--- src/rtl/store_align_buffer_if.sv ---
// Store-request and memory-write signals of the store align buffer.
interface store_align_buffer_if #(
  parameter int XLEN  = 32,
  parameter int DEPTH = 4
);
  localparam int NB = XLEN / 8;
  localparam int CW = $clog2(DEPTH) + 1;

  logic            St_Valid;
  logic            St_Ready;
  logic [2:0]      St_Op;
  logic [XLEN-1:0] St_Addr;
  logic [XLEN-1:0] St_Data;
  logic            Flush;
  logic            Mem_Valid;
  logic            Mem_Ready;
  logic [XLEN-1:0] Mem_Addr;
  logic [XLEN-1:0] Mem_Wdata;
  logic [NB-1:0]   Mem_Wstrb;
  logic            St_Err;
  logic [CW-1:0]   Count;

  modport slave (
    input  St_Valid, St_Op, St_Addr, St_Data,
    input  Flush, Mem_Ready,
    output St_Ready, Mem_Valid, Mem_Addr,
    output Mem_Wdata, Mem_Wstrb, St_Err, Count
  );

  modport master (
    output St_Valid, St_Op, St_Addr, St_Data,
    output Flush, Mem_Ready,
    input  St_Ready, Mem_Valid, Mem_Addr,
    input  Mem_Wdata, Mem_Wstrb, St_Err, Count
  );
endinterface

--- src/rtl/store_align_buffer.sv ---
// Store path: lane alignment, byte strobes, store queue and
// a beat-issue FSM that splits misaligned stores into two beats.
module store_align_buffer #(
  parameter int XLEN      = 32,
  parameter int DEPTH     = 4,
  parameter int SPLIT_MIS = 1
) (
  input  logic Clk,
  input  logic Reset_n,
  store_align_buffer_if.slave bus
);
  localparam int NB   = XLEN / 8;
  localparam int OFFW = $clog2(NB);
  localparam int PW   = $clog2(DEPTH);
  localparam int CW   = PW + 1;

  typedef struct packed {
    logic [XLEN-1:0] addr;
    logic [XLEN-1:0] d0;
    logic [XLEN-1:0] d1;
    logic [NB-1:0]   s0;
    logic [NB-1:0]   s1;
    logic            split;
  } ent_t;

  typedef enum logic [1:0] {
    IDLE, BEAT0, BEAT1
  } state_t;

  state_t          state_q, state_d;
  logic [PW-1:0]   rd_ptr_q, rd_ptr_d;
  logic [PW-1:0]   wr_ptr_q, wr_ptr_d;
  logic [CW-1:0]   count_q, count_d;
  logic            mem_valid_q, mem_valid_d;
  logic [XLEN-1:0] mem_addr_q, mem_addr_d;
  logic [XLEN-1:0] mem_wdata_q, mem_wdata_d;
  logic [NB-1:0]   mem_wstrb_q, mem_wstrb_d;
  logic            err_q, err_d;

  ent_t ent_q [DEPTH];
  ent_t new_ent, head, nxt, src;

  logic [OFFW-1:0]   off;
  logic [3:0]        size;
  logic              legal, mis;
  logic              st_ready, acc, enq, pop;
  logic              load0, load1, go_next;
  logic [NB-1:0]     szmask;
  logic [XLEN-1:0]   data_m;
  logic [2*NB-1:0]   mask_w;
  logic [2*XLEN-1:0] data_w;

  always_comb begin
    legal = 1'b1;
    size  = 4'd1;
    case (bus.St_Op)
      3'b000: size = 4'd1;
      3'b001: size = 4'd2;
      3'b010: size = 4'd4;
      3'b011: begin
        size  = 4'd8;
        legal = (XLEN == 64);
      end
      default: legal = 1'b0;
    endcase
    for (int i = 0; i < NB; i++) begin
      szmask[i] = (i < int'(size));
      data_m[8*i +: 8] = szmask[i] ?
        bus.St_Data[8*i +: 8] : 8'h00;
    end
    off    = bus.St_Addr[OFFW-1:0];
    mask_w = {{NB{1'b0}}, szmask} << off;
    data_w = {{XLEN{1'b0}}, data_m} << {off, 3'b000};
    mis    = |mask_w[2*NB-1:NB];
    new_ent.addr  = {bus.St_Addr[XLEN-1:OFFW],
                     {OFFW{1'b0}}};
    new_ent.d0    = data_w[XLEN-1:0];
    new_ent.d1    = data_w[2*XLEN-1:XLEN];
    new_ent.s0    = mask_w[NB-1:0];
    new_ent.s1    = mask_w[2*NB-1:NB];
    new_ent.split = mis;
  end

  assign st_ready = Reset_n && (count_q < CW'(DEPTH));
  assign acc      = bus.St_Valid && st_ready;
  assign enq      = acc && legal && !bus.Flush &&
                    (!mis || (SPLIT_MIS != 0));
  assign err_d    = acc &&
                    (!legal || (mis && (SPLIT_MIS == 0)));
  assign head     = ent_q[rd_ptr_q];
  assign nxt      = ent_q[rd_ptr_q + PW'(1)];

  always_comb begin
    state_d     = state_q;
    rd_ptr_d    = rd_ptr_q;
    wr_ptr_d    = enq ? wr_ptr_q + PW'(1) : wr_ptr_q;
    mem_valid_d = mem_valid_q;
    mem_addr_d  = mem_addr_q;
    mem_wdata_d = mem_wdata_q;
    mem_wstrb_d = mem_wstrb_q;
    pop     = 1'b0;
    load0   = 1'b0;
    load1   = 1'b0;
    go_next = 1'b0;
    src     = head;
    case (state_q)
      IDLE: begin
        if (count_q != '0 && !bus.Flush) begin
          load0   = 1'b1;
          state_d = BEAT0;
        end
      end
      BEAT0: begin
        if (bus.Mem_Ready) begin
          if (head.split) begin
            load1   = 1'b1;
            state_d = BEAT1;
          end else begin
            go_next = 1'b1;
          end
        end
      end
      BEAT1: begin
        if (bus.Mem_Ready) go_next = 1'b1;
      end
      default: state_d = IDLE;
    endcase
    // Chain straight into the next entry (or the one being
    // enqueued right now) so consecutive beats have no bubble.
    if (go_next) begin
      pop         = 1'b1;
      rd_ptr_d    = rd_ptr_q + PW'(1);
      state_d     = IDLE;
      mem_valid_d = 1'b0;
      if (!bus.Flush && count_q > CW'(1)) begin
        load0   = 1'b1;
        src     = nxt;
        state_d = BEAT0;
      end else if (enq) begin
        load0   = 1'b1;
        src     = new_ent;
        state_d = BEAT0;
      end
    end
    if (load0) begin
      mem_valid_d = 1'b1;
      mem_addr_d  = src.addr;
      mem_wdata_d = src.d0;
      mem_wstrb_d = src.s0;
    end
    if (load1) begin
      mem_addr_d  = head.addr + XLEN'(NB);
      mem_wdata_d = head.d1;
      mem_wstrb_d = head.s1;
    end
    count_d = count_q + {{(CW-1){1'b0}}, enq}
                      - {{(CW-1){1'b0}}, pop};
    // Flush keeps only the entry whose beats are in flight.
    if (bus.Flush) begin
      if (state_q != IDLE && !pop) begin
        count_d  = CW'(1);
        wr_ptr_d = rd_ptr_q + PW'(1);
      end else begin
        count_d  = '0;
        wr_ptr_d = rd_ptr_d;
      end
    end
  end

  always_ff @(posedge Clk) begin
    if (!Reset_n) begin
      state_q     <= IDLE;
      rd_ptr_q    <= '0;
      wr_ptr_q    <= '0;
      count_q     <= '0;
      mem_valid_q <= 1'b0;
      mem_addr_q  <= '0;
      mem_wdata_q <= '0;
      mem_wstrb_q <= '0;
      err_q       <= 1'b0;
    end else begin
      state_q     <= state_d;
      rd_ptr_q    <= rd_ptr_d;
      wr_ptr_q    <= wr_ptr_d;
      count_q     <= count_d;
      mem_valid_q <= mem_valid_d;
      mem_addr_q  <= mem_addr_d;
      mem_wdata_q <= mem_wdata_d;
      mem_wstrb_q <= mem_wstrb_d;
      err_q       <= err_d;
    end
  end

  always_ff @(posedge Clk) begin
    if (enq) ent_q[wr_ptr_q] <= new_ent;
  end

  assign bus.St_Ready  = st_ready;
  assign bus.Mem_Valid = mem_valid_q;
  assign bus.Mem_Addr  = mem_addr_q;
  assign bus.Mem_Wdata = mem_wdata_q;
  assign bus.Mem_Wstrb = mem_wstrb_q;
  assign bus.St_Err    = err_q;
  assign bus.Count     = count_q;
endmodule

--- src/flat_wrapper.sv ---
// flat-port wrapper written by rule: the top's interface ports become plain ports
module store_align_buffer_flat 
#(
  parameter int XLEN      = 32,
  parameter int DEPTH     = 4,
  parameter int SPLIT_MIS = 1
)
  (Clk, Reset_n, bus_St_Valid, bus_St_Op, bus_St_Addr, bus_St_Data, bus_Flush, bus_Mem_Ready, bus_St_Ready, bus_Mem_Valid, bus_Mem_Addr, bus_Mem_Wdata, bus_Mem_Wstrb, bus_St_Err, bus_Count);
  store_align_buffer_if #(.XLEN(XLEN), .DEPTH(DEPTH)) bus_i ();
  input  logic Clk;
  input  logic Reset_n;
  input wire logic [$bits(bus_i.St_Valid)-1:0] bus_St_Valid;
  input wire logic [$bits(bus_i.St_Op)-1:0] bus_St_Op;
  input wire logic [$bits(bus_i.St_Addr)-1:0] bus_St_Addr;
  input wire logic [$bits(bus_i.St_Data)-1:0] bus_St_Data;
  input wire logic [$bits(bus_i.Flush)-1:0] bus_Flush;
  input wire logic [$bits(bus_i.Mem_Ready)-1:0] bus_Mem_Ready;
  output wire logic [$bits(bus_i.St_Ready)-1:0] bus_St_Ready;
  output wire logic [$bits(bus_i.Mem_Valid)-1:0] bus_Mem_Valid;
  output wire logic [$bits(bus_i.Mem_Addr)-1:0] bus_Mem_Addr;
  output wire logic [$bits(bus_i.Mem_Wdata)-1:0] bus_Mem_Wdata;
  output wire logic [$bits(bus_i.Mem_Wstrb)-1:0] bus_Mem_Wstrb;
  output wire logic [$bits(bus_i.St_Err)-1:0] bus_St_Err;
  output wire logic [$bits(bus_i.Count)-1:0] bus_Count;
  assign bus_i.St_Valid = bus_St_Valid;
  assign bus_i.St_Op = bus_St_Op;
  assign bus_i.St_Addr = bus_St_Addr;
  assign bus_i.St_Data = bus_St_Data;
  assign bus_i.Flush = bus_Flush;
  assign bus_i.Mem_Ready = bus_Mem_Ready;
  assign bus_St_Ready = bus_i.St_Ready;
  assign bus_Mem_Valid = bus_i.Mem_Valid;
  assign bus_Mem_Addr = bus_i.Mem_Addr;
  assign bus_Mem_Wdata = bus_i.Mem_Wdata;
  assign bus_Mem_Wstrb = bus_i.Mem_Wstrb;
  assign bus_St_Err = bus_i.St_Err;
  assign bus_Count = bus_i.Count;
  store_align_buffer #(.XLEN(XLEN), .DEPTH(DEPTH), .SPLIT_MIS(SPLIT_MIS)) u_core (.Clk(Clk), .Reset_n(Reset_n), .bus(bus_i));
endmodule
--- config.mk ---
export PLATFORM = sky130hd
export DESIGN_NAME = store_align_buffer_flat
export DESIGN_NICKNAME = d
export VERILOG_FILES = /design/src/rtl/store_align_buffer_if.sv /design/src/rtl/store_align_buffer.sv /design/src/flat_wrapper.sv
export SDC_FILE = /design/constraint.sdc
export NUM_CORES = 1
export LEC_CHECK = 0
export BUFFER_PORTS_ARGS = -buffer_cell sky130_fd_sc_hd__buf_4
export CAP_MARGIN = 20
export CORE_MARGIN = 5
export CORE_UTILIZATION = 55
export DETAILED_ROUTE_END_ITERATION = 7
export PLACE_DENSITY_LB_ADDON = 0.05
export SKIP_LAST_GASP = 1
export SLEW_MARGIN = 20
export SYNTH_ARGS = -nofsm -noshare
export SYNTH_HDL_FRONTEND = slang
export SYNTH_SLANG_ARGS = --single-unit
--- constraint.sdc ---
create_clock -name Clk -period 5.6 [get_ports Clk]
set_clock_uncertainty 0.1 [all_clocks]
set_input_delay 1.12 -clock Clk [delete_from_list [all_inputs] [get_ports Clk]]
set_output_delay 1.12 -clock Clk [all_outputs]
set_load 0.03 [all_outputs]
==> results.md <==
- The kind of end point of the critical path is an output pin.
- The worst register-to-register path has a setup slack of 2.12 ns.
- After detailed routing, the number of remaining DRC violations is 0.
- The number of endpoints failing setup at the final stage is 0.
- The share of cells above drive strength 1 is 24.4%.
- The leftover overflow at the end of global routing is 0.
- The clock latency on the worst-skew pair is 0.58 ns.
- Port buffering added 143 buffers.
- The minimum clock period is 3.89 ns.
- The number of global-route vias before repair is 13800.
- The count of nets left with antenna violations once routing finished came out at 0.
- The post-cts sizing count is 0.
- The maximum vdd drop is 0.261 mV.
- The number of distinct library cell variants in the gate-level netlist after synthesis is 62.
- The library cell used most frequently in the layout, excluding fill and tap cells, is sky130_fd_sc_hd__edfxtp_1.
- Yosys mapped a number of flops with a built-in enable equal to 376.
- The final count of hold timing violations is 0.
- Static timing analysis puts the maximum clock frequency at 257 MHz.
- After clock tree synthesis, the clock-pin slew on the worst setup and hold paths is 0.06 ns.
- Setup repair after global routing left no endpoint under its margin.
- The initial utilization of the core area, before any placement, comes to 55.6%.
- The area of the mapped netlist is 21500 um^2.
- The max-cap violation count is 0.
- The clock passes through at most 3 buffers.
- The endpoint identified for the worst register-to-register timing path is u_core.bus.Mem_Addr[20].
- The final count of pins violating max slew is 0.
- The die height is 208 um.
- The total wirelength of the detailed-routed design is 56.9 mm.
- The mean instance size in the synthesized netlist is 14.4 um^2.
- The row count is 72.
- The number of buffers created by CTS is 47.
- The top cell types in the final layout, fill and taps aside, are 376 x sky130_fd_sc_hd__edfxtp_1, 160 x sky130_fd_sc_hd__buf_4, 139 x sky130_fd_sc_hd__mux4_2, 99 x sky130_fd_sc_hd__nand2_1, 92 x sky130_fd_sc_hd__o21ai_0.
- The critical path starts at Reset_n.
- Setup slack on the critical path of the routed design comes to 1.71 ns.
- The synthesis-stage register bit count is 453.
- After synthesis, flip-flops and latches occupy 59.6% of the total area.
- The tree is rooted in a sky130_fd_sc_hd__clkbuf_16.
- The I/O pin count is 146.
- Timing analysis after detailed placement gives a worst setup slack of 1.41 ns.
- The via count of the routed design is 14000.
- The run finished with clean final reports.
- The overall track demand over capacity in global routing is 25.8%.
- Synthesis produced a netlist whose cell count is 1491.
- The capture point of the critical path is bus_St_Ready.
- The area growth from synthesis to final layout is 13.9%.
- After the first detailed-routing iteration, the DRC count stood at 1198.
- The arrival time of data at the critical path endpoint is 2.67 ns.
- The startpoint of the lowest-slack register-to-register path is u_core.rd_ptr_q[1].
- The kind of start point of the critical path is a primary input.
- After routing, the total negative slack on setup checks comes to 0 ns.
- The post-synthesis async set-or-reset flop share is 0%.
- Once detailed placement completed, the half-perimeter wirelength came to 36.4 mm.
- TritonCTS built the clock tree.
- The analysis attributes to cell leakage a power of 8.09 nW.
- The slew at the pin closest to its max-slew limit is 1.01 ns.
- Entering global routing, the biggest net connects 117 pins.
- The number of inserted filler cells in the final layout is 2915.
- After floorplanning, the core was sized to cover 38700 um^2.
- The layout net count is 1679.
- The number of antenna violations at the first check in global routing is 1.
- Dividing the detail-routed via count by the number of cells gives 6.49.
- In this run the post-CTS setup repair buffer count came out at 0.
- Headroom to the max-slew limit came out at 32.7%.
- The count of hold-fix buffers inserted at cts is 0.
- The number of antenna diodes in the final layout is 0.
- The predominant post-synthesis flop cell is sky130_fd_sc_hd__edfxtp_1.
- After detailed routing, the average wire length per cell comes to 26.5 um.
- From left edge to right edge, the die measures 208 um.
- The worst min-delay path category is flop to flop.
- The clock sink total is 453.
- In this run the worst path has a maximum fanout of 47.
- The cell count of the worst reg-to-reg path is 8.
- The power consumption is 8.13 mW.
- At the worst endpoint, the required time is 4.38 ns.
- The weighted congestion at the end of routability-driven global placement is 0.810.
- In this run the number of H-tree levels came out at 2.
- Dividing the final minimum period by the clock period gives 69.5%.
- The first TritonRoute pass finished after 6 iterations.
- The global-route wire length before repair is 85.9 mm.
- The type of the setup path with the least slack is primary input to output pin.
- The die covers 43200 um^2.
- The power per unit of standard cell area is 331 nW/um^2.
- The number of synthesis warnings is 0.
-- cell usage after synthesis (12+ instances only) --
master / n / area (um^2)
sky130_fd_sc_hd__nor2b_1: 29 / 181
sky130_fd_sc_hd__a31oi_1: 51 / 319
sky130_fd_sc_hd__nor2_1: 72 / 270
sky130_fd_sc_hd__nand2_1: 99 / 372
sky130_fd_sc_hd__nor3_1: 18 / 90.1
sky130_fd_sc_hd__o21ai_0: 92 / 460
sky130_fd_sc_hd__inv_1: 51 / 191
sky130_fd_sc_hd__dfxtp_1: 77 / 1540
sky130_fd_sc_hd__and2_1: 14 / 87.6
sky130_fd_sc_hd__and3_1: 14 / 87.6
sky130_fd_sc_hd__mux2i_1: 31 / 310
sky130_fd_sc_hd__clkbuf_1: 62 / 233
sky130_fd_sc_hd__buf_2: 18 / 90.1
sky130_fd_sc_hd__buf_4: 17 / 128
sky130_fd_sc_hd__edfxtp_1: 376 / 11300
sky130_fd_sc_hd__xnor2_1: 17 / 149
sky130_fd_sc_hd__mux4_1: 20 / 526
sky130_fd_sc_hd__o22ai_1: 44 / 275
sky130_fd_sc_hd__a2bb2oi_1: 16 / 140
sky130_fd_sc_hd__mux4_2: 139 / 3130
sky130_fd_sc_hd__a21oi_1: 76 / 380
sky130_fd_sc_hd__nand2b_1: 12 / 75.1
sky130_fd_sc_hd__xor2_1: 14 / 123
-- per-layer routing --
| metal | GRT usage [%] | wire (um) | share of wire [%] |
|---|---|---|---|
| met1 | 35.7 | 22900 | 40 |
| met2 | 43.2 | 28800 | 51 |
| met3 | 4.13 | 3780 | 6.6 |
| met4 | 6.95 | 1450 | 2.5 |
| met5 | 0 | 0 | 0 |
-- per-stage QoR --
stage	area [um^2]	cells	hold slack (ns)	utilization, %
floorplan	21500	1492	0.362	-
detailed placement	23000	2065	0.386	59.3
global placement	23000	2065	0.376	59.3
finish	24500	2152	0.403	63.3
CTS	24500	2152	0.402	63.3
global route	24500	2152	0.432	63.3
-- layout make-up --
| type | count | area (um^2) | area share, % |
|---|---|---|---|
| Sequential cell | 453 | 12800 | 52.3 |
| Clock buffer | 61 | 1320 | 5.38 |
| Clock inverter | 26 | 246 | 1.00 |
| Tap cell | 518 | 648 | 2.64 |
| Inverter | 51 | 191 | 0.780 |
| Timing Repair Buffer | 165 | 1300 | 5.30 |
| Multi-Input combinational cell | 878 | 7990 | 32.6 |
-- flip-flops by register name, indices dropped and copies added (netlist names) --
register / cells
u_core.ent_q: 376
u_core.bus.Mem_Wdata: 32
u_core.rd_ptr_q: 2
u_core.bus.Mem_Addr: 30
u_core.bus.Count: 3
u_core.bus.St_Err: 1
u_core.state_q: 2
u_core.bus.Mem_Wstrb: 4
u_core.wr_ptr_q: 2
u_core.bus.Mem_Valid: 1
-- worst min path at each step --
stage,from,to,depth (start not counted)
4_1_cts,u_core.state_q[1],u_core.state_q[1],2
3_5_place_dp,u_core.bus.Mem_Wdata[9],u_core.bus.Mem_Wdata[9],2
2_1_floorplan,u_core.state_q[1],u_core.state_q[1],2
3_3_place_gp,u_core.state_q[1],u_core.state_q[1],2
6_report,u_core.bus.Mem_Wdata[20],u_core.bus.Mem_Wdata[20],2
5_1_grt,u_core.state_q[1],u_core.state_q[1],2
-- worst max-delay path, stage by stage --
cell and delay, ns:
sky130_fd_sc_hd__buf_4 0.50, sky130_fd_sc_hd__inv_1 0.62, sky130_fd_sc_hd__nor2_1 0.23, sky130_fd_sc_hd__buf_4 0.19
-- where the power goes --
group	switching (mW)	internal [mW]	leakage [nW]	total [mW]
Combinational	0.697	0.424	3.24	1.12
Clock	1.28	1.89	0.776	3.16
Sequential	0.0819	3.76	4.07	3.84
-- cells by family after synthesis --
group                    count (synthesis)  synth area share [%]
flip-flops                             453                  59.6
AO/OA/AOI/OAI                          341                  9.60
AND/OR/NAND/NOR                        302                  6.77
multiplexers                           191                  18.5
buffers and inverters                  161                  3.57
XOR/XNOR                                31                  1.26
adder cells (fa/ha/maj)                 11                 0.674
other                                    1                0.0174
Note: power is estimated with default switching activity, not from simulation.
